File: config.mk
export PLATFORM = sky130hd
export DESIGN_NAME = tpc_pattern_source_flat
export DESIGN_NICKNAME = d
export VERILOG_FILES = /design/src/rtl/tpc_pattern_source_if.sv /design/src/rtl/tpc_pattern_source.sv /design/src/flat_wrapper.sv
export SDC_FILE = /design/constraint.sdc
export NUM_CORES = 1
export LEC_CHECK = 0
export BUFFER_PORTS_ARGS = -buffer_cell sky130_fd_sc_hd__buf_2
export CAP_MARGIN = 20
export CORE_ASPECT_RATIO = 0.75
export CORE_MARGIN = 1
export CORE_UTILIZATION = 52
export CTS_CLUSTER_SIZE = 20
export DETAILED_ROUTE_END_ITERATION = 7
export GPL_TIMING_DRIVEN = 0
export PLACE_DENSITY_LB_ADDON = 0.05
export SYNTH_ARGS = -nofsm -noshare
export SYNTH_HDL_FRONTEND = slang
export SYNTH_SLANG_ARGS = --single-unit
export TNS_END_PERCENT = 100
File: constraint.sdc
create_clock -name clock -period 2.68 [get_ports clock]
set_clock_uncertainty 0.2 [all_clocks]
set_input_delay 0.268 -clock clock [delete_from_list [all_inputs] [get_ports clock]]
set_output_delay 0.268 -clock clock [all_outputs]
set_load 0.005 [all_outputs]
File: src/rtl/tpc_pattern_source_if.sv
// PIO, fpc0 and tpc0 signal bundle for tpc_pattern_source.
// master drives PIO/fpc/tpc_ready; slave is the pattern source.
interface tpc_pattern_source_if;
    logic        pio_write_valid;
    logic [12:0] pio_address;
    logic [63:0] pio_write_data;
    logic [63:0] fpc_data;
    logic        fpc_empty;
    logic        fpc_read;
    logic [63:0] tpc_data;
    logic        tpc_write;
    logic        tpc_ready;

    modport master (
        output pio_write_valid, pio_address, pio_write_data,
        output fpc_data, fpc_empty, tpc_ready,
        input  fpc_read, tpc_data, tpc_write
    );

    modport slave (
        input  pio_write_valid, pio_address, pio_write_data,
        input  fpc_data, fpc_empty, tpc_ready,
        output fpc_read, tpc_data, tpc_write
    );
endinterface

File: src/rtl/tpc_pattern_source.sv
// Counter / LFSR / fpc0-loopback source for the tpc0 write port.
// Optional loopback sequence checker: TPC_PATTERN_SOURCE_ERRCHK_EN.
module tpc_pattern_source #(
    parameter int ADDR_BASE = 16,
    parameter int CNT_W     = 32
) (
    input  logic                 clock,
    input  logic                 reset,
    tpc_pattern_source_if.slave  bus,
    output logic                 busy,
    output logic                 done,
    output logic [CNT_W-1:0]     words_sent
`ifdef TPC_PATTERN_SOURCE_ERRCHK_EN
    ,
    output logic [31:0]          err_count
`endif
);

    typedef enum logic [1:0] {IDLE, RUN, DONE} state_t;

    localparam logic [12:0] A_CTRL  = 13'(ADDR_BASE);
    localparam logic [12:0] A_COUNT = 13'(ADDR_BASE + 1);
    localparam logic [12:0] A_SEED  = 13'(ADDR_BASE + 2);

    state_t state, state_n;

    logic [1:0]       mode_q, run_mode;
    logic [CNT_W-1:0] count_q, run_count;
    logic [63:0]      seed_q, gen, gen_next;
    logic             wr_ctrl, wr_count, wr_seed;
    logic             start_req, stop_req, start;
    logic             lb, issue, last;

    assign wr_ctrl  = bus.pio_write_valid && (bus.pio_address == A_CTRL);
    assign wr_count = bus.pio_write_valid && (bus.pio_address == A_COUNT);
    assign wr_seed  = bus.pio_write_valid && (bus.pio_address == A_SEED);

    // stop wins over a simultaneous start
    assign start_req = wr_ctrl && bus.pio_write_data[8] && !bus.pio_write_data[9];
    assign stop_req  = wr_ctrl && bus.pio_write_data[9];
    assign start     = start_req && (state == IDLE);

    assign lb    = (run_mode == 2'd2);
    assign issue = (state == RUN) && bus.tpc_ready && (!lb || !bus.fpc_empty);
    assign last  = (run_count != '0) && ((words_sent + CNT_W'(1)) == run_count);

    assign bus.fpc_read = issue && lb;

    assign gen_next = (run_mode == 2'd1)
                    ? {gen[62:0], gen[63] ^ gen[62] ^ gen[60] ^ gen[59]}
                    : gen + 64'd1;

    assign busy = (state == RUN);
    assign done = (state == DONE);

    always_ff @(posedge clock) begin
        if (reset) state <= IDLE;
        else       state <= state_n;
    end

    always_comb begin
        state_n = state;
        unique case (state)
            IDLE:    if (start) state_n = RUN;
            RUN:     if (stop_req || (issue && last)) state_n = DONE;
            DONE:    state_n = IDLE;
            default: state_n = IDLE;
        endcase
    end

    always_ff @(posedge clock) begin
        if (reset) begin
            mode_q        <= '0;
            count_q       <= '0;
            seed_q        <= '0;
            run_mode      <= '0;
            run_count     <= '0;
            gen           <= '0;
            words_sent    <= '0;
            bus.tpc_data  <= '0;
            bus.tpc_write <= 1'b0;
        end else begin
            if (wr_ctrl)  mode_q  <= bus.pio_write_data[1:0];
            if (wr_count) count_q <= bus.pio_write_data[CNT_W-1:0];
            if (wr_seed)  seed_q  <= bus.pio_write_data;
            bus.tpc_write <= issue;
            if (start) begin
                run_mode   <= bus.pio_write_data[1:0];
                run_count  <= count_q;
                words_sent <= '0;
                // an all-zero LFSR would lock up
                if (bus.pio_write_data[1:0] == 2'd1 && seed_q == '0)
                    gen <= 64'd1;
                else
                    gen <= seed_q;
            end else if (issue) begin
                bus.tpc_data <= lb ? bus.fpc_data : gen;
                if (!lb) gen <= gen_next;
                if (words_sent != '1) words_sent <= words_sent + CNT_W'(1);
            end
        end
    end

`ifdef TPC_PATTERN_SOURCE_ERRCHK_EN
    logic        have_first;
    logic [63:0] prev_word;

    always_ff @(posedge clock) begin
        if (reset) begin
            err_count  <= '0;
            have_first <= 1'b0;
            prev_word  <= '0;
        end else if (start) begin
            err_count  <= '0;
            have_first <= 1'b0;
        end else if (bus.fpc_read) begin
            have_first <= 1'b1;
            prev_word  <= bus.fpc_data;
            if (have_first && bus.fpc_data != prev_word + 64'd1
                && err_count != 32'hFFFF_FFFF)
                err_count <= err_count + 32'd1;
        end
    end
`endif

endmodule

File: src/flat_wrapper.sv
// flat-port wrapper written by rule: the top's interface ports become plain ports
module tpc_pattern_source_flat 
#(
    parameter int ADDR_BASE = 16,
    parameter int CNT_W     = 32
)
  (clock, reset, busy, done, words_sent, bus_pio_write_valid, bus_pio_address, bus_pio_write_data, bus_fpc_data, bus_fpc_empty, bus_tpc_ready, bus_fpc_read, bus_tpc_data, bus_tpc_write);
  tpc_pattern_source_if bus_i ();
  input  logic clock;
  input  logic reset;
  output logic busy;
  output logic done;
  output logic [CNT_W-1:0] words_sent;
  input wire logic [$bits(bus_i.pio_write_valid)-1:0] bus_pio_write_valid;
  input wire logic [$bits(bus_i.pio_address)-1:0] bus_pio_address;
  input wire logic [$bits(bus_i.pio_write_data)-1:0] bus_pio_write_data;
  input wire logic [$bits(bus_i.fpc_data)-1:0] bus_fpc_data;
  input wire logic [$bits(bus_i.fpc_empty)-1:0] bus_fpc_empty;
  input wire logic [$bits(bus_i.tpc_ready)-1:0] bus_tpc_ready;
  output wire logic [$bits(bus_i.fpc_read)-1:0] bus_fpc_read;
  output wire logic [$bits(bus_i.tpc_data)-1:0] bus_tpc_data;
  output wire logic [$bits(bus_i.tpc_write)-1:0] bus_tpc_write;
  assign bus_i.pio_write_valid = bus_pio_write_valid;
  assign bus_i.pio_address = bus_pio_address;
  assign bus_i.pio_write_data = bus_pio_write_data;
  assign bus_i.fpc_data = bus_fpc_data;
  assign bus_i.fpc_empty = bus_fpc_empty;
  assign bus_i.tpc_ready = bus_tpc_ready;
  assign bus_fpc_read = bus_i.fpc_read;
  assign bus_tpc_data = bus_i.tpc_data;
  assign bus_tpc_write = bus_i.tpc_write;
  tpc_pattern_source #(.ADDR_BASE(ADDR_BASE), .CNT_W(CNT_W)) u_core (.clock(clock), .reset(reset), .bus(bus_i), .busy(busy), .done(done), .words_sent(words_sent));
endmodule
# Word level (Yosys, flattened, before mapping)
# Index checks and enable logic that the tools add are counted.
# totals
word_cells,64
regBits,293
out_inout_bits,100
# op_classes
n_mux,9
n_reduce_logical,27
bitwise_logic,4
eq_ne,13
n_addsub,2
# ops
operator,n
$mux W64,6
$add A64 B1 Y64 const B,1
$logic_not A64 Y1,1
$eq A13 B5 Y1 const B,3
$add A32 B1 Y32 const B,1
$eq A32 B32 Y1,1
$ne A32 B32 Y1 const B,1
$reduce_bool A32 Y1,1
$logic_and A1 B1 Y1,13
$reduce_and A2 Y1,4
$eq A2 B1 Y1 const B,3
$ne A2 B1 Y1 const B,3
$eq A2 B2 Y1 const B,2
$mux W2,2
$pmux W2 S2,1
$logic_not A1 Y1,3
$xor A1 B1 Y1,3
$logic_not A2 Y1,1
$logic_or A1 B1 Y1,2
$reduce_bool A2 Y1,1
$reduce_or A2 Y1,1
$not A1 Y1,1

# Longest topological paths before layout
# depth
ltp_word,8
ltp_mapped,10
mapped_depth_nobuf,9

# Worst setup path after synthesis
# OpenSTA, ideal clock, no wires.
# synth_timing
path_type,flip-flop to flip-flop
from,register u_core.words_sent[0]
to,register u_core.state[1]
path_stages_with_launch,10
setup_time_ps,103
setup_slack_ps,-226
arrival_ps,2602
n_path_buf,0
cell_sequence,dfxtp_1 -> ha_1 -> xor2_1 -> a211oi_1 -> o311ai_1 -> or3_1 -> or4_1 -> nor4_1 -> nand4_1 -> a2111oi_2
# synth_via
elab_chain_cells,7
# synth_rtl
item,line,text
from (decl),tpc_pattern_source.sv:12,output logic [CNT_W-1:0] words_sent
from (signal assigned),tpc_pattern_source.sv:99,if (words_sent != '1) words_sent <= words_sent + CNT_W'(1);
$add A32 B1 Y32,tpc_pattern_source.sv:45,assign last = (run_count != '0) && ((words_sent + CNT_W'(1)) == run_count);
$eq A32 B32 Y1,tpc_pattern_source.sv:45,
$logic_and A1 B1 Y1,tpc_pattern_source.sv:45,
$logic_and A1 B1 Y1,tpc_pattern_source.sv:65,RUN: if (stop_req || (issue && last)) state_n = DONE;
$logic_or A1 B1 Y1,tpc_pattern_source.sv:65,
$ne A2 B1 Y1 (no line),n/a,
$reduce_and A2 Y1 (no line),n/a,
to (signal assigned),tpc_pattern_source.sv:58,else state <= state_n;
to (decl),tpc_pattern_source.sv:25,"state_t state, state_n;"
# Every way passes these cells.
# A chain may end at the register's enable or synchronous reset.

# Worst setup path in the final report
# layout_timing
from,register u_core.words_sent[2]
to,register u_core.state[1]
# Same word-level chain as after synthesis.

==> impl_metrics.tcl <==
set metrics [dict create \
    synthMuxAreaShare_pct 5.103 \
    synth-edff-count 0 \
    synth_cell_types 72 \
    wl_per_cell_um 22.42 \
    required_ns 2.95 \
    maxSlewViolCount 0 \
    powerDensity_nw_per_um2 459.7 \
    path_cells "nand4_4 -> or4_4 -> or4_1 -> a21oi_1 -> or3_1 -> o21a_1 -> nand4_1 -> a2111oi_2" \
    min_period_over_period_pct 117.2 \
    path_class "flop to flop" \
    grt_pass1_vias 15410 \
    worstPathMaxFanout 7 \
    place_inst 2591 \
    synth_top_family_by_area "simple AND/OR/NAND/NOR gates" \
    initial_core_util_pct 53.20 \
    p_clk_share_pct 48.7 \
    clock-root-buffer "clkbuf_16" \
    synth-xor-area-share_pct 5.504 \
    cts_made_buffers 30 \
    postLayoutSetupSlackWorst_ns -0.4603 \
    synth.ff_latch_count 293 \
    max_slew_margin_pct 40.35 \
    violations "negative setup slack" \
    yosysWarnings 0 \
    routed_wl_um 63180 \
    worstMarginPinSlew_ns 0.8947 \
    clock_path_buffers 3 \
    final_common_cell "nand2_1" \
    crit_cells 8 \
    antenna_found_initial 2 \
    whs_ns 0.05789 \
    rows 53 \
    cts_sinks 293 \
    ant_nets 0 \
    r2r_cells 8 \
    syn_to_final_growth_pct 35.13 \
    synth_adder_area_share_pct 0.1673 \
    min_path_cells 4 \
    rsz0062_at_grt "yes" \
    switching_share_pct 22.08 \
    gp_congestion 0.9934 \
    syn-instance-count 1961 \
    max_cap_violations 0 \
    clkTransAtPathRegs_ns 0.06 \
    post_drt_via_cell_ratio 6.148 \
    grt_pass1_wl_um 91690 \
    combPwrFrac_pct 4.6 \
    critical_path.startpoint_type "flop" \
    cts_tree "built" \
    grt_start_max_net_pins 18 \
    syn_area_um2 14960 \
    critPathCaptureType "flop" \
    ios 246 \
    drive_above_1_share_pct 22.13 \
    p_switching_mw 2.052 \
    final_cells 2818 \
    max_freq_mhz 318.4 \
    dominantRegCellSynth "dfxtp_1" \
    port_buffers 244 \
    die_y_um 148.9 \
    intPower_mw 7.239 \
    track_usage_pct 41.13 \
    h-tree-depth 1 \
    syn_avg_cell_area_um2 7.627 \
    layout_common_cells "nand2_1 (360), buf_2 (252), dfxtp_1 (251)" \
    dieArea_um2 29450 \
    routed-via-count 17330 \
    synth_compound_area_share_pct 18.86 \
    async_flop_share_pct 0 \
    synth-simple-area-share_pct 26.53 \
    hold_class "primary input to flop" \
    core_area_um2 28120 \
    cp_top_family "simple AND/OR/NAND/NOR gates" \
    die_w_um 197.8 \
    critPathBufInv 0 \
    slowest_delay_ns 0.65 \
    overflow 0 \
    synth_seq_area_share_pct 39.22 \
    hold_viol 0 \
    nNetsFinal 2559 \
    status "finished, violations left" \
    cp_slowest_cell "or4_4" \
    ir_drop_mv 0.5466 \
    clk_latency_ns 0.58 \
    cp_data_arrival_time_ns 3.41 \
    fin_crit_ns 3.140 \
    leakage_nw 7.520 \
    post-dp-hpwl_um 44220 \
    setup_violations 8 \
    drtIter0Drc 2501 \
    syn_nets 2109 \
    power_frac_seq_pct 46.8 \
    first_pass_iters 7 \
    drc 0 \
]
## sequential cells by signal (all words and copies together) (netlist names)
register,flops
u_core.bus.tpc_data,64
u_core.gen,64
u_core.seed_q,64
u_core.count_q,32
u_core.run_count,32
u_core.words_sent,32
u_core.run_mode,2
u_core.state,2
u_core.bus.tpc_write,1
## cell type report
| class | instances | area, µm² |
|---|---|---|
| clock buffers | 42 | 887.1 |
| inverters | 10 | 41.29 |
| clock inverters | 10 | 157.7 |
| multi-input cells | 1490 | 8877 |
| well taps | 385 | 481.7 |
| fillers | 2272 | 7905 |
| diodes | 2 | 5.005 |
| flip-flops and latches | 293 | 5938 |
| repair buffers | 447 | 3117 |
| plain buffers | 139 | 706.9 |
## power groups by stage
stage | logic (mW) | clock network (mW) | registers [mW]
2_1_floorplan | 0.0755 | 0 | 4.45
3_3_place_gp | 0.250 | 0 | 4.45
3_5_place_dp | 0.253 | 0 | 4.45
4_1_cts | 0.401 | 4.52 | 4.35
5_1_grt | 0.444 | 4.68 | 4.34
6_report | 0.423 | 4.52 | 4.34
## per-layer routing
layer  track usage, %  wire length (µm)
met2            56.43             25190
met3            16.01              9682
met5                0                 0
met1            59.32             26750
met4            10.39              1565
## metrics by stage
step	setup WS (ns)	util, %	cell area, µm²	setup TNS, ns	total power [mW]
2_1_floorplan	0.0002873	-	14980	0	4.526
3_3_place_gp	-1.765	59.32	16680	-156.17	4.701
3_5_place_dp	-1.138	59.37	16690	-93.25	4.703
4_1_cts	-0.3369	70.30	19770	-3.494	9.277
5_1_grt	-0.5211	71.87	20210	-1.670	9.467
6_report	-0.4603	71.89	20210	-0.9176	9.291
## final timing paths
check / startpoint / to / slack [ns]
setup / recovery: u_core.words_sent[2] / u_core.state[1] / -0.46
hold / removal: bus_pio_address[0] / u_core.count_q[31] / 0.06
setup reg to reg: u_core.words_sent[2] / u_core.state[1] / -0.46
hold reg to reg: u_core.count_q[12] / u_core.count_q[12] / 0.25
## worst reg2reg max path, cell delays in order, from the launching register on
cell and delay (ns):
dfxtp_2 0.43, nand4_4 0.28, or4_4 0.66, or4_1 0.41
a21oi_1 0.15, or3_1 0.17, o21a_1 0.17, nand4_1 0.18
a2111oi_2 0.39
## synthesized netlist by cell type (4+ instances only)
master	instances	area [µm²]
a211oi_1	112	840.8
a21o_1	4	30.03
a21oi_1	205	1026
a221oi_1	5	43.79
a22oi_1	6	45.04
a31oi_1	15	93.84
and2_1	6	37.54
and3_1	10	62.56
and4_1	11	96.34
buf_1	24	90.09
buf_2	16	80.08
clkbuf_1	127	476.7
dfxtp_1	293	5866
inv_1	9	33.78
mux2i_1	74	740.7
nand2_1	362	1359
nand2b_1	5	31.28
nand3_1	67	335.3
nand4_1	39	244.0
nand4b_1	5	43.79
nor2_1	217	814.5
nor2b_1	4	25.02
nor3_1	56	280.3
nor3b_1	8	60.06
nor4_1	38	237.7
nor4b_1	5	43.79
o211ai_1	8	60.06
o21a_1	5	37.54
o21ai_0	38	190.2
o221ai_1	7	61.31
o22ai_1	6	37.54
o31ai_1	5	37.54
or3_1	8	50.05
or4_1	8	60.06
xnor2_1	48	420.4
xor2_1	46	402.9
## logic make-up after synthesis
| family | after synthesis |
|---|---|
| AO/OA/AOI/OAI | 451 |
| XOR/XNOR | 94 |
| adder cells (fa/ha/maj) | 2 |
| buffers and inverters | 178 |
| flip-flops | 293 |
| multiplexers | 76 |
| AND/OR/NAND/NOR | 867 |
## what timing repair did
item,CTS,global route
setup endpoints to repair,175,144
pin swaps,34,17
setup buffers,45,25
hold buffers,131,1
hold endpoints to repair,163,1
resized for setup,115,118
gates cloned,1,0
Note: power is estimated with default switching activity, not from simulation.
